## src/rtl/grid_pkg.sv

```systemverilog
// Shared grid geometry for the colour controller and the VGA renderer.
// Cells are numbered column-major descending: top-left is 15.
package grid_pkg;

    localparam int GRID_N  = 4;
    localparam int CELL_AW = 4;
    localparam int COLOR_W = 3;
    localparam int N_CELLS = GRID_N * GRID_N;

    localparam int N_BTN     = 5;
    localparam int BTN_UP    = 0;
    localparam int BTN_DOWN  = 1;
    localparam int BTN_LEFT  = 2;
    localparam int BTN_RIGHT = 3;
    localparam int BTN_COLOR = 4;

    // Column c (left->right), row r (top->bottom) -> 15 - 4*c - r.
    function automatic logic [CELL_AW-1:0] rc_to_idx(input logic [1:0] r, input logic [1:0] c);
        return 4'd15 - {c, 2'b00} - {2'b00, r};
    endfunction

endpackage

```

## src/rtl/grid_color_ctrl_btn_debounce.sv

```systemverilog
// Button conditioner: 2-FF synchroniser, stability-counter debouncer and rising-edge pulse.
// A button already held when reset is released stays silent until it has been seen low.
module btn_debounce #(
    parameter int DEB_CYCLES = 500000
) (
    input  logic clk,
    input  logic rst,
    input  logic btn_raw,
    output logic level,
    output logic rise_pulse
);

    localparam int CW = (DEB_CYCLES > 1) ? $clog2(DEB_CYCLES) : 1;
    localparam logic [CW-1:0] CNT_LAST = CW'(DEB_CYCLES - 1);

    logic          sync1_q;
    logic          sync2_q;
    logic [1:0]    fill_q;
    logic          state_q;
    logic          state_d;
    logic [CW-1:0] cnt_q;
    logic [CW-1:0] cnt_d;
    logic          armed_q;
    logic          armed_d;
    logic          pulse_q;
    logic          pulse_d;

    // Debounce decision: count consecutive disagreeing samples, accept the level on the last one.
    always_comb begin
        state_d = state_q;
        cnt_d   = cnt_q;
        pulse_d = 1'b0;
        // fill_q[1] marks that sync2_q now holds a real sample rather than its reset value
        if (fill_q[1] && !sync2_q) begin
            armed_d = 1'b1;
        end else begin
            armed_d = armed_q;
        end
        if (sync2_q == state_q) begin
            cnt_d = {CW{1'b0}};
        end else if (cnt_q == CNT_LAST) begin
            state_d = sync2_q;
            cnt_d   = {CW{1'b0}};
            pulse_d = sync2_q & armed_q;
        end else begin
            cnt_d = cnt_q + CW'(1);
        end
    end

    // Synchroniser, debounce state and pulse registers.
    always_ff @(posedge clk) begin
        if (rst) begin
            sync1_q <= 1'b0;
            sync2_q <= 1'b0;
            fill_q  <= 2'b00;
            state_q <= 1'b0;
            cnt_q   <= {CW{1'b0}};
            armed_q <= 1'b0;
            pulse_q <= 1'b0;
        end else begin
            sync1_q <= btn_raw;
            sync2_q <= sync1_q;
            fill_q  <= {fill_q[0], 1'b1};
            state_q <= state_d;
            cnt_q   <= cnt_d;
            armed_q <= armed_d;
            pulse_q <= pulse_d;
        end
    end

    assign level      = state_q;
    assign rise_pulse = pulse_q;

endmodule

```

## src/rtl/grid_color_ctrl.sv

```systemverilog
// 4x4 cell colour register file with button-driven cursor, colour stepping and a blinking
// cursor highlight; the renderer reads it combinationally through posicion -> dirColor.
module grid_color_ctrl
    import grid_pkg::*;
#(
    parameter int                 DEB_CYCLES   = 500000,
    parameter int                 BLINK_CYCLES = 12500000,
    parameter logic [COLOR_W-1:0] INIT_COLOR   = 3'd0,
    parameter logic [COLOR_W-1:0] CURSOR_COLOR = 3'd7
) (
    input  logic               clk,
    input  logic               rst,
    input  logic               btn_up,
    input  logic               btn_down,
    input  logic               btn_left,
    input  logic               btn_right,
    input  logic               btn_color,
    input  logic [CELL_AW-1:0] posicion,
    output logic [COLOR_W-1:0] dirColor,
    output logic [CELL_AW-1:0] cursor_idx,
    output logic               blink_phase
);

    localparam int BW = (BLINK_CYCLES > 1) ? $clog2(BLINK_CYCLES) : 1;
    localparam logic [BW-1:0] BLINK_LAST = BW'(BLINK_CYCLES - 1);

    logic [N_BTN-1:0]   btn_raw_s;
    logic [N_BTN-1:0]   pulse_s;
    logic [N_BTN-1:0]   btn_level_unused_s;

    logic [1:0]         cur_r_q;
    logic [1:0]         cur_r_d;
    logic [1:0]         cur_c_q;
    logic [1:0]         cur_c_d;
    logic [CELL_AW-1:0] cursor_idx_q;

    logic [COLOR_W-1:0] cell_q [N_CELLS];
    logic [COLOR_W-1:0] cell_d [N_CELLS];

    logic [BW-1:0]      blink_cnt_q;
    logic [BW-1:0]      blink_cnt_d;
    logic               blink_q;
    logic               blink_d;
    logic               edit_evt_s;

    assign btn_raw_s = {btn_color, btn_right, btn_left, btn_down, btn_up};

    genvar gi;
    generate
        for (gi = 0; gi < N_BTN; gi++) begin : g_btn
            btn_debounce #(
                .DEB_CYCLES (DEB_CYCLES)
            ) u_deb (
                .clk        (clk),
                .rst        (rst),
                .btn_raw    (btn_raw_s[gi]),
                .level      (btn_level_unused_s[gi]),
                .rise_pulse (pulse_s[gi])
            );
        end
    endgenerate

    // Cursor next state: opposing pulses cancel, orthogonal pulses both apply, all mod 4.
    always_comb begin
        if (pulse_s[BTN_UP] && !pulse_s[BTN_DOWN]) begin
            cur_r_d = cur_r_q - 2'd1;
        end else if (pulse_s[BTN_DOWN] && !pulse_s[BTN_UP]) begin
            cur_r_d = cur_r_q + 2'd1;
        end else begin
            cur_r_d = cur_r_q;
        end
        if (pulse_s[BTN_LEFT] && !pulse_s[BTN_RIGHT]) begin
            cur_c_d = cur_c_q - 2'd1;
        end else if (pulse_s[BTN_RIGHT] && !pulse_s[BTN_LEFT]) begin
            cur_c_d = cur_c_q + 2'd1;
        end else begin
            cur_c_d = cur_c_q;
        end
    end

    // Colour step addresses the cursor as it was before any same-cycle move.
    always_comb begin
        for (int i = 0; i < N_CELLS; i++) begin
            cell_d[i] = cell_q[i];
        end
        if (pulse_s[BTN_COLOR]) begin
            cell_d[cursor_idx_q] = cell_q[cursor_idx_q] + COLOR_W'(1);
        end else begin
            cell_d[cursor_idx_q] = cell_q[cursor_idx_q];
        end
    end

    assign edit_evt_s = |pulse_s;

    // Blink timer: any edit restarts the half-period with the highlight on.
    always_comb begin
        if (edit_evt_s) begin
            blink_cnt_d = {BW{1'b0}};
            blink_d     = 1'b1;
        end else if (blink_cnt_q == BLINK_LAST) begin
            blink_cnt_d = {BW{1'b0}};
            blink_d     = ~blink_q;
        end else begin
            blink_cnt_d = blink_cnt_q + BW'(1);
            blink_d     = blink_q;
        end
    end

    // Cursor, register file and blink state.
    always_ff @(posedge clk) begin
        if (rst) begin
            cur_r_q      <= 2'd0;
            cur_c_q      <= 2'd0;
            cursor_idx_q <= 4'd15;
            for (int i = 0; i < N_CELLS; i++) begin
                cell_q[i] <= INIT_COLOR;
            end
            blink_cnt_q  <= {BW{1'b0}};
            blink_q      <= 1'b0;
        end else begin
            cur_r_q      <= cur_r_d;
            cur_c_q      <= cur_c_d;
            cursor_idx_q <= rc_to_idx(cur_r_d, cur_c_d);
            for (int i = 0; i < N_CELLS; i++) begin
                cell_q[i] <= cell_d[i];
            end
            blink_cnt_q  <= blink_cnt_d;
            blink_q      <= blink_d;
        end
    end

    // Renderer read port; stays purely combinational so the pixel pipeline sees it in one period.
    always_comb begin
        if ((posicion == cursor_idx_q) && blink_q) begin
            dirColor = CURSOR_COLOR;
        end else begin
            dirColor = cell_q[posicion];
        end
    end

    assign cursor_idx  = cursor_idx_q;
    assign blink_phase = blink_q;

endmodule

```

## config.mk

```make
export PLATFORM = sky130hd
export DESIGN_NAME = grid_color_ctrl
export DESIGN_NICKNAME = d
export VERILOG_FILES = /design/src/rtl/grid_pkg.sv /design/src/rtl/grid_color_ctrl_btn_debounce.sv /design/src/rtl/grid_color_ctrl.sv
export SDC_FILE = /design/constraint.sdc
export NUM_CORES = 1
export LEC_CHECK = 0
export CAP_MARGIN = 5
export CORE_UTILIZATION = 50
export CTS_BUF_LIST = sky130_fd_sc_hd__clkbuf_8
export DETAILED_ROUTE_END_ITERATION = 6
export GPL_TIMING_DRIVEN = 0
export PLACE_DENSITY_LB_ADDON = 0.2
export SYNTH_ARGS = -nofsm -noshare
export SYNTH_HDL_FRONTEND = slang
export SYNTH_HIERARCHICAL = 1
export SYNTH_SLANG_ARGS = --single-unit
```

## constraint.sdc

```tcl
create_clock -name clk -period 6.27 [get_ports clk]
set_clock_uncertainty 0.1 [all_clocks]
set_input_delay 1.254 -clock clk [delete_from_list [all_inputs] [get_ports clk]]
set_output_delay 1.254 -clock clk [all_outputs]
set_load 0.05 [all_outputs]
```

==> results_dict.tcl <==
set metrics [dict create \
    ant_nets 0 \
    ir_worst_vdd_uv 153.1 \
    finalWorstSetupSlack_ps 823.5 \
    dieHeight_um 140.2 \
    p_leak_uw 0.003619 \
    synth_area_um2 9552 \
    cp_max_fo 10 \
    grt_usage 0.2020 \
    yosysSeqAreaShare 0.4422 \
    grt_pass1_wl_um 33100 \
    ctsHoldBuffers 0 \
    ios 19 \
    drt-initial-drc-count 410 \
    core_um2 18710 \
    firstDrtPassIters 4 \
    status "completed" \
    ys_top_cells_by_count "211 x dfxtp_1, 145 x nor2_1, 65 x xor2_1" \
    avgSynthCellArea_um2 9.580 \
    hpwl_um 13340 \
    synthArstFlopShare 0 \
    grt_max_degree 25 \
    cpMostUsedCell "clkdlybuf4s50_1" \
    synth_top_area_frac 0.4422 \
    yosysMostFrequentCell "dfxtp_1" \
    cp.required_ps 4920 \
    antenna_cells 0 \
    post_cts_resized 0 \
    cts_buffer_depth 3 \
    synthFlopType "dfxtp_1" \
    yosys-top-cells-area "dfxtp_1 44%, xor2_1 6.0%, nor2_1 5.7%" \
    die_x_um 140.2 \
    max_freq_mhz 183.6 \
    dr_total_vias 7388 \
    synth_nets 1015 \
    slowest_delay_ps 690 \
    cp-start-kind "input port" \
    ctsRootBufferMaster "clkbuf_8" \
    slew_headroom 0.3929 \
    vias_per_cell 5.635 \
    rsz0062_at_grt "false" \
    final_cells 1311 \
    cp.arrival_ps 4090 \
    critical-path-slowest-cell "clkdlybuf4s50_1" \
    critPathCaptureType "output port" \
    placed_cell_area_um2 10050 \
    max_slew.worst_pin.slew_ps 903.6 \
    area_growth_syn_to_layout_pct 12.59 \
    ys.warnings.count 6 \
    drv_cap 0 \
    crit_buf_inv 3 \
    drc 0 \
    rows 50 \
    dieArea_um2 19660 \
    numClockSinks 211 \
    grt_overflow 0 \
    stdcell_area_um2 10750 \
    wirelength_um 19210 \
    slew_violations 0 \
    synth-edff-count 0 \
    setup_viol 0 \
    path_clk_slew_ps 60 \
    cts_tree "done" \
    crit_chain "clkdlybuf4s50_1, buf_6, mux4_1, mux4_2, or2_1, clkdlybuf4s50_1" \
    grt_pass1_vias 6948 \
    pre_cts_ws_ps 818.2 \
    cts_made_buffers 36 \
    antenna_found_initial 0 \
    power-per-cell-area_nw_per_um2 241.9 \
    final-hold-violation-count 0 \
    nets 1072 \
    criticalPathCategory "in2out" \
    start_util 0.5106 \
    fin_util 0.5749 \
    fillers 1668 \
    ys_types 52 \
    multi_input_area_um2 5031 \
    ys_ff_latch 211 \
    htree_num_levels 2 \
    period_minus_slack_ps 5447 \
    dp.cells 1250 \
    register_area_um2 4224 \
    port_buffers 18 \
    tns_ps 0 \
    postCtsSetupBuffers 0 \
    drive_above_1_share 0.1142 \
    post_drt_wl_per_cell_um 14.65 \
    netlist_instances 997 \
    finalCritPeriodShare 0.8687 \
    clock_latency_ps 510 \
    holdCritPathClass "reg2reg" \
    cp_top_family "buffers and inverters" \
    routabilityCongestion 0.8743 \
    synth_top_cell_by_area "dfxtp_1" \
]
state kept, by name (all words and copies together) (netlist names):
register,flops
g_btn.u_deb/armed_q,5
g_btn.u_deb/sync2_q,5
g_btn.u_deb/level,5
cur_c_q,2
g_btn.u_deb/fill_q,10
cursor_idx,4
cell_q,48
cur_r_q,2
blink_cnt_q,24
blink_phase,1
g_btn.u_deb/sync1_q,5
g_btn.u_deb/rise_pulse,5
g_btn.u_deb/cnt_q,95
cells by family after synthesis:
| logic type | count (synthesis) | share of synthesized area |
|---|---|---|
| AOI/OAI and AO/OA | 159 | 0.1163 |
| buffers and inverters | 57 | 0.03104 |
| DFF | 211 | 0.4422 |
| adders and majority gates | 7 | 0.009169 |
| xor gates and xnor gates | 87 | 0.07977 |
| muxes | 33 | 0.06786 |
| and+or+nand+nor | 443 | 0.2536 |
power by group:
group	total, uW	switching, uW	leakage, uW	internal (uW)
logic	55.8	31.4	0.00152	24.4
clock network	1190	531	0.000395	656
registers	1360	6.00	0.00171	1350
total	2600	568	0.00362	2030
path summary, 6_finish.rpt:
path         slack, ps                      from  cells past startpoint                  endpoint
max reg2reg       3270             cursor_idx[0]                      7              cell_q[7][2]
min                330  g_btn[0].u_deb/fill_q[0]                      1  g_btn[0].u_deb/fill_q[1]
min reg2reg        330  g_btn[0].u_deb/fill_q[0]                      1  g_btn[0].u_deb/fill_q[1]
max                820               posicion[0]                      6               dirColor[1]
placed cells by master, fill, tap and decap left out, types with 6 or more instances in the layout:
master	synthesis	final
a211oi_1	32	32
a211oi_2	8	8
a21oi_1	52	52
a311oi_1	6	6
and2_1	6	6
and3_1	21	21
and4_1	13	13
buf_6	9	9
clkbuf_1	15	15
clkbuf_8	0	46
clkdlybuf4s50_1	0	18
dfxtp_1	211	211
ha_1	7	7
inv_1	26	35
mux2i_1	7	7
mux4_2	24	24
nand2_1	36	36
nand2b_1	7	7
nand3_1	56	56
nand4_1	37	37
nor2_1	145	145
nor2b_1	20	20
nor3_1	7	7
nor3b_1	7	7
nor4_1	10	10
nor4b_1	6	6
o21ai_0	32	32
o31ai_1	16	16
or3_1	22	22
or4_1	22	22
xnor2_1	22	22
xor2_1	65	65
worst register-to-register path: stages, from the launching register on:
cell      delay, ps
dfxtp_1         460
buf_4           290
mux4_2          580
mux4_2          480
ha_1            190
nand2_1         270
xor2_1          370
a211oi_1        130
cell type report:
type                    count  area share
clock inverters            15    0.006399
inverters                  26    0.009075
flip-flops and latches    211      0.3928
well taps                 234     0.02723
plain buffers              31     0.01850
clock buffers              46     0.05887
multi-input cells         729      0.4678
repair buffers             19     0.01931
per-stage QoR:
step | power, uW | hold WS (ps)
after detailed placement | 1444 | 323.9
final | 2602 | 334.5
after global placement | 1441 | 314.6
after floorplan | 1420 | 313.8
after global routing | 2716 | 356.1
after CTS | 2644 | 335.9
layer usage:
| metal | up-vias | GRT usage | wire, um |
|---|---|---|---|
| met5 | - | 0 | 0 |
| met4 | 0 | 0.07172 | 373 |
| met3 | 30 | 0.03863 | 777 |
| met2 | 126 | 0.3168 | 8550 |
| met1 | 3452 | 0.2776 | 9509 |
| li1 | 3780 | - | - |
No activity file was read; power rests on OpenSTA's default activity.
==> edit (same settings) <==
One comparison of `blink_cnt_q` changes from == to >=.
--- a/src/rtl/grid_color_ctrl.sv
+++ b/src/rtl/grid_color_ctrl.sv
@@ -98,5 +98,5 @@
             blink_cnt_d = {BW{1'b0}};
             blink_d     = 1'b1;
-        end else if (blink_cnt_q == BLINK_LAST) begin
+        end else if (blink_cnt_q >= BLINK_LAST) begin
             blink_cnt_d = {BW{1'b0}};
             blink_d     = ~blink_q;
Check against the original RTL: no difference found for any inputs over 10 cycles, from zero or initial values and one cycle with rst high; that may be too few to reach the edited logic, so the function may still have changed.
==> edit against the unedited design <==
Total power grew 1.2%. Area after synthesis shrank 1.1%. Final area shrank 1.1%. Worst hold slack lost 4.2 ps. Sequential cell count is the same. Setup slack lost 6.2 ps. Wire length shrank 3.2%. Sequential power is essentially flat.
==> edit: results (changes against the unedited design) <==
[layout]
multi_input_area_share_pct = 46.20  ; -0.58 points
layout-drive-gt1-share_pct = 10.85  ; -0.57 points
seq_area_share_pct = 39.73  ; +0.45 points
layout.nonclk_buf_share_pct = 3.378  ; -0.40 points
clk_share_pct = 6.826  ; +0.30 points
nets = 1063  ; -0.84%
n_all_inverters = 33  ; +27%
buffers = 46  ; -8.0%
multi_input_cells = 715  ; -1.9%
seq_cell_count = 211  ; unchanged
fill_cells = 1595  ; -4.4%

[pwr]
pwr-share-seq_pct = 51.6  ; -0.6 points
vdd_drop_max_uv = 151.4  ; -1.1%
leakage_nw = 3.632  ; +0.37%
net-switching-power_mw = 0.5756  ; +1.3%
p_total_mw = 2.634  ; +1.2%

[global_routing]
grt_max_degree = 37  ; +48%
grt_pass1_vias = 6931  ; -0.24%
grt_usage_pct = 19.82  ; -0.37 points

[sta]
tightestPinTransition_ps = 943.2  ; +39.58 ps

[die]
rows = 49  ; -2.0%

[min_path]
holdPathStages = 1  ; unchanged

[synth]
synth_area_leaders = dfxtp_1, mux4_2, nor2_1
synth_cell_type_count = 47  ; -9.6%
synth_top_cells_by_count = dfxtp_1, nor2_1, xor2_1
ys_seq_area_share_pct = 44.73  ; +0.50 points
syn_nets = 1005  ; -0.99%
synthCells = 987  ; -1.0%

[cts]
cts_buffers = 38  ; +5.6%

[routing]
vias_per_cell = 5.576  ; -1.1%
first_iter_violations = 331  ; -19%
vias = 7237  ; -2.0%
firstDrtPassIters = 5  ; +1
wl_per_cell_um = 14.33  ; -2.2%

[placement]
dpl.hpwl_mm = 12.80  ; -4.0%
port_buffers = 18  ; unchanged
preCtsSetupSlack_ps = 802.4  ; -15.84 ps
post_dp_cell_area_um2 = 9911  ; -1.4%

[setup_path]
reg2regPathDepth = 8  ; +1
worstPathArrival_ps = 4100  ; about the same

[outcome]
outcome = finished, final reports clean

[edit: routing by layer]
| metal | up-vias | part of all wire (%) | GRT usage [%] |
|---|---|---|---|
| li1 | 3691 | - | - |
| met1 | 3365 | 47 | 25.49 |
| met2 | 143 | 46 | 32.53 |
| met3 | 38 | 4.3 | 3.957 |
| met4 | 0 | 2.5 | 8.246 |
| met5 | - | 0 | 0 |
[edit: worst paths after layout]
kind / startpoint / endpoint / slack, ps
worst max-delay path: posicion[3] / dirColor[1] / 820
worst min-delay path: g_btn[2].u_deb/fill_q[0] / g_btn[2].u_deb/fill_q[1] / 330
worst max register to register: cursor_idx[3] / cell_q[4][1] / 3280
worst min register to register: g_btn[2].u_deb/fill_q[0] / g_btn[2].u_deb/fill_q[1] / 330
[edit: cells by family after synthesis]
family / share of synthesized area (%)
adder cells (fa/ha/maj): 0.9274
flip-flops: 44.73
XOR/XNOR: 9.181
multiplexers: 6.902
AO/OA/AOI/OAI: 10.31
AND/OR/NAND/NOR: 24.70
buffers and inverters: 3.259
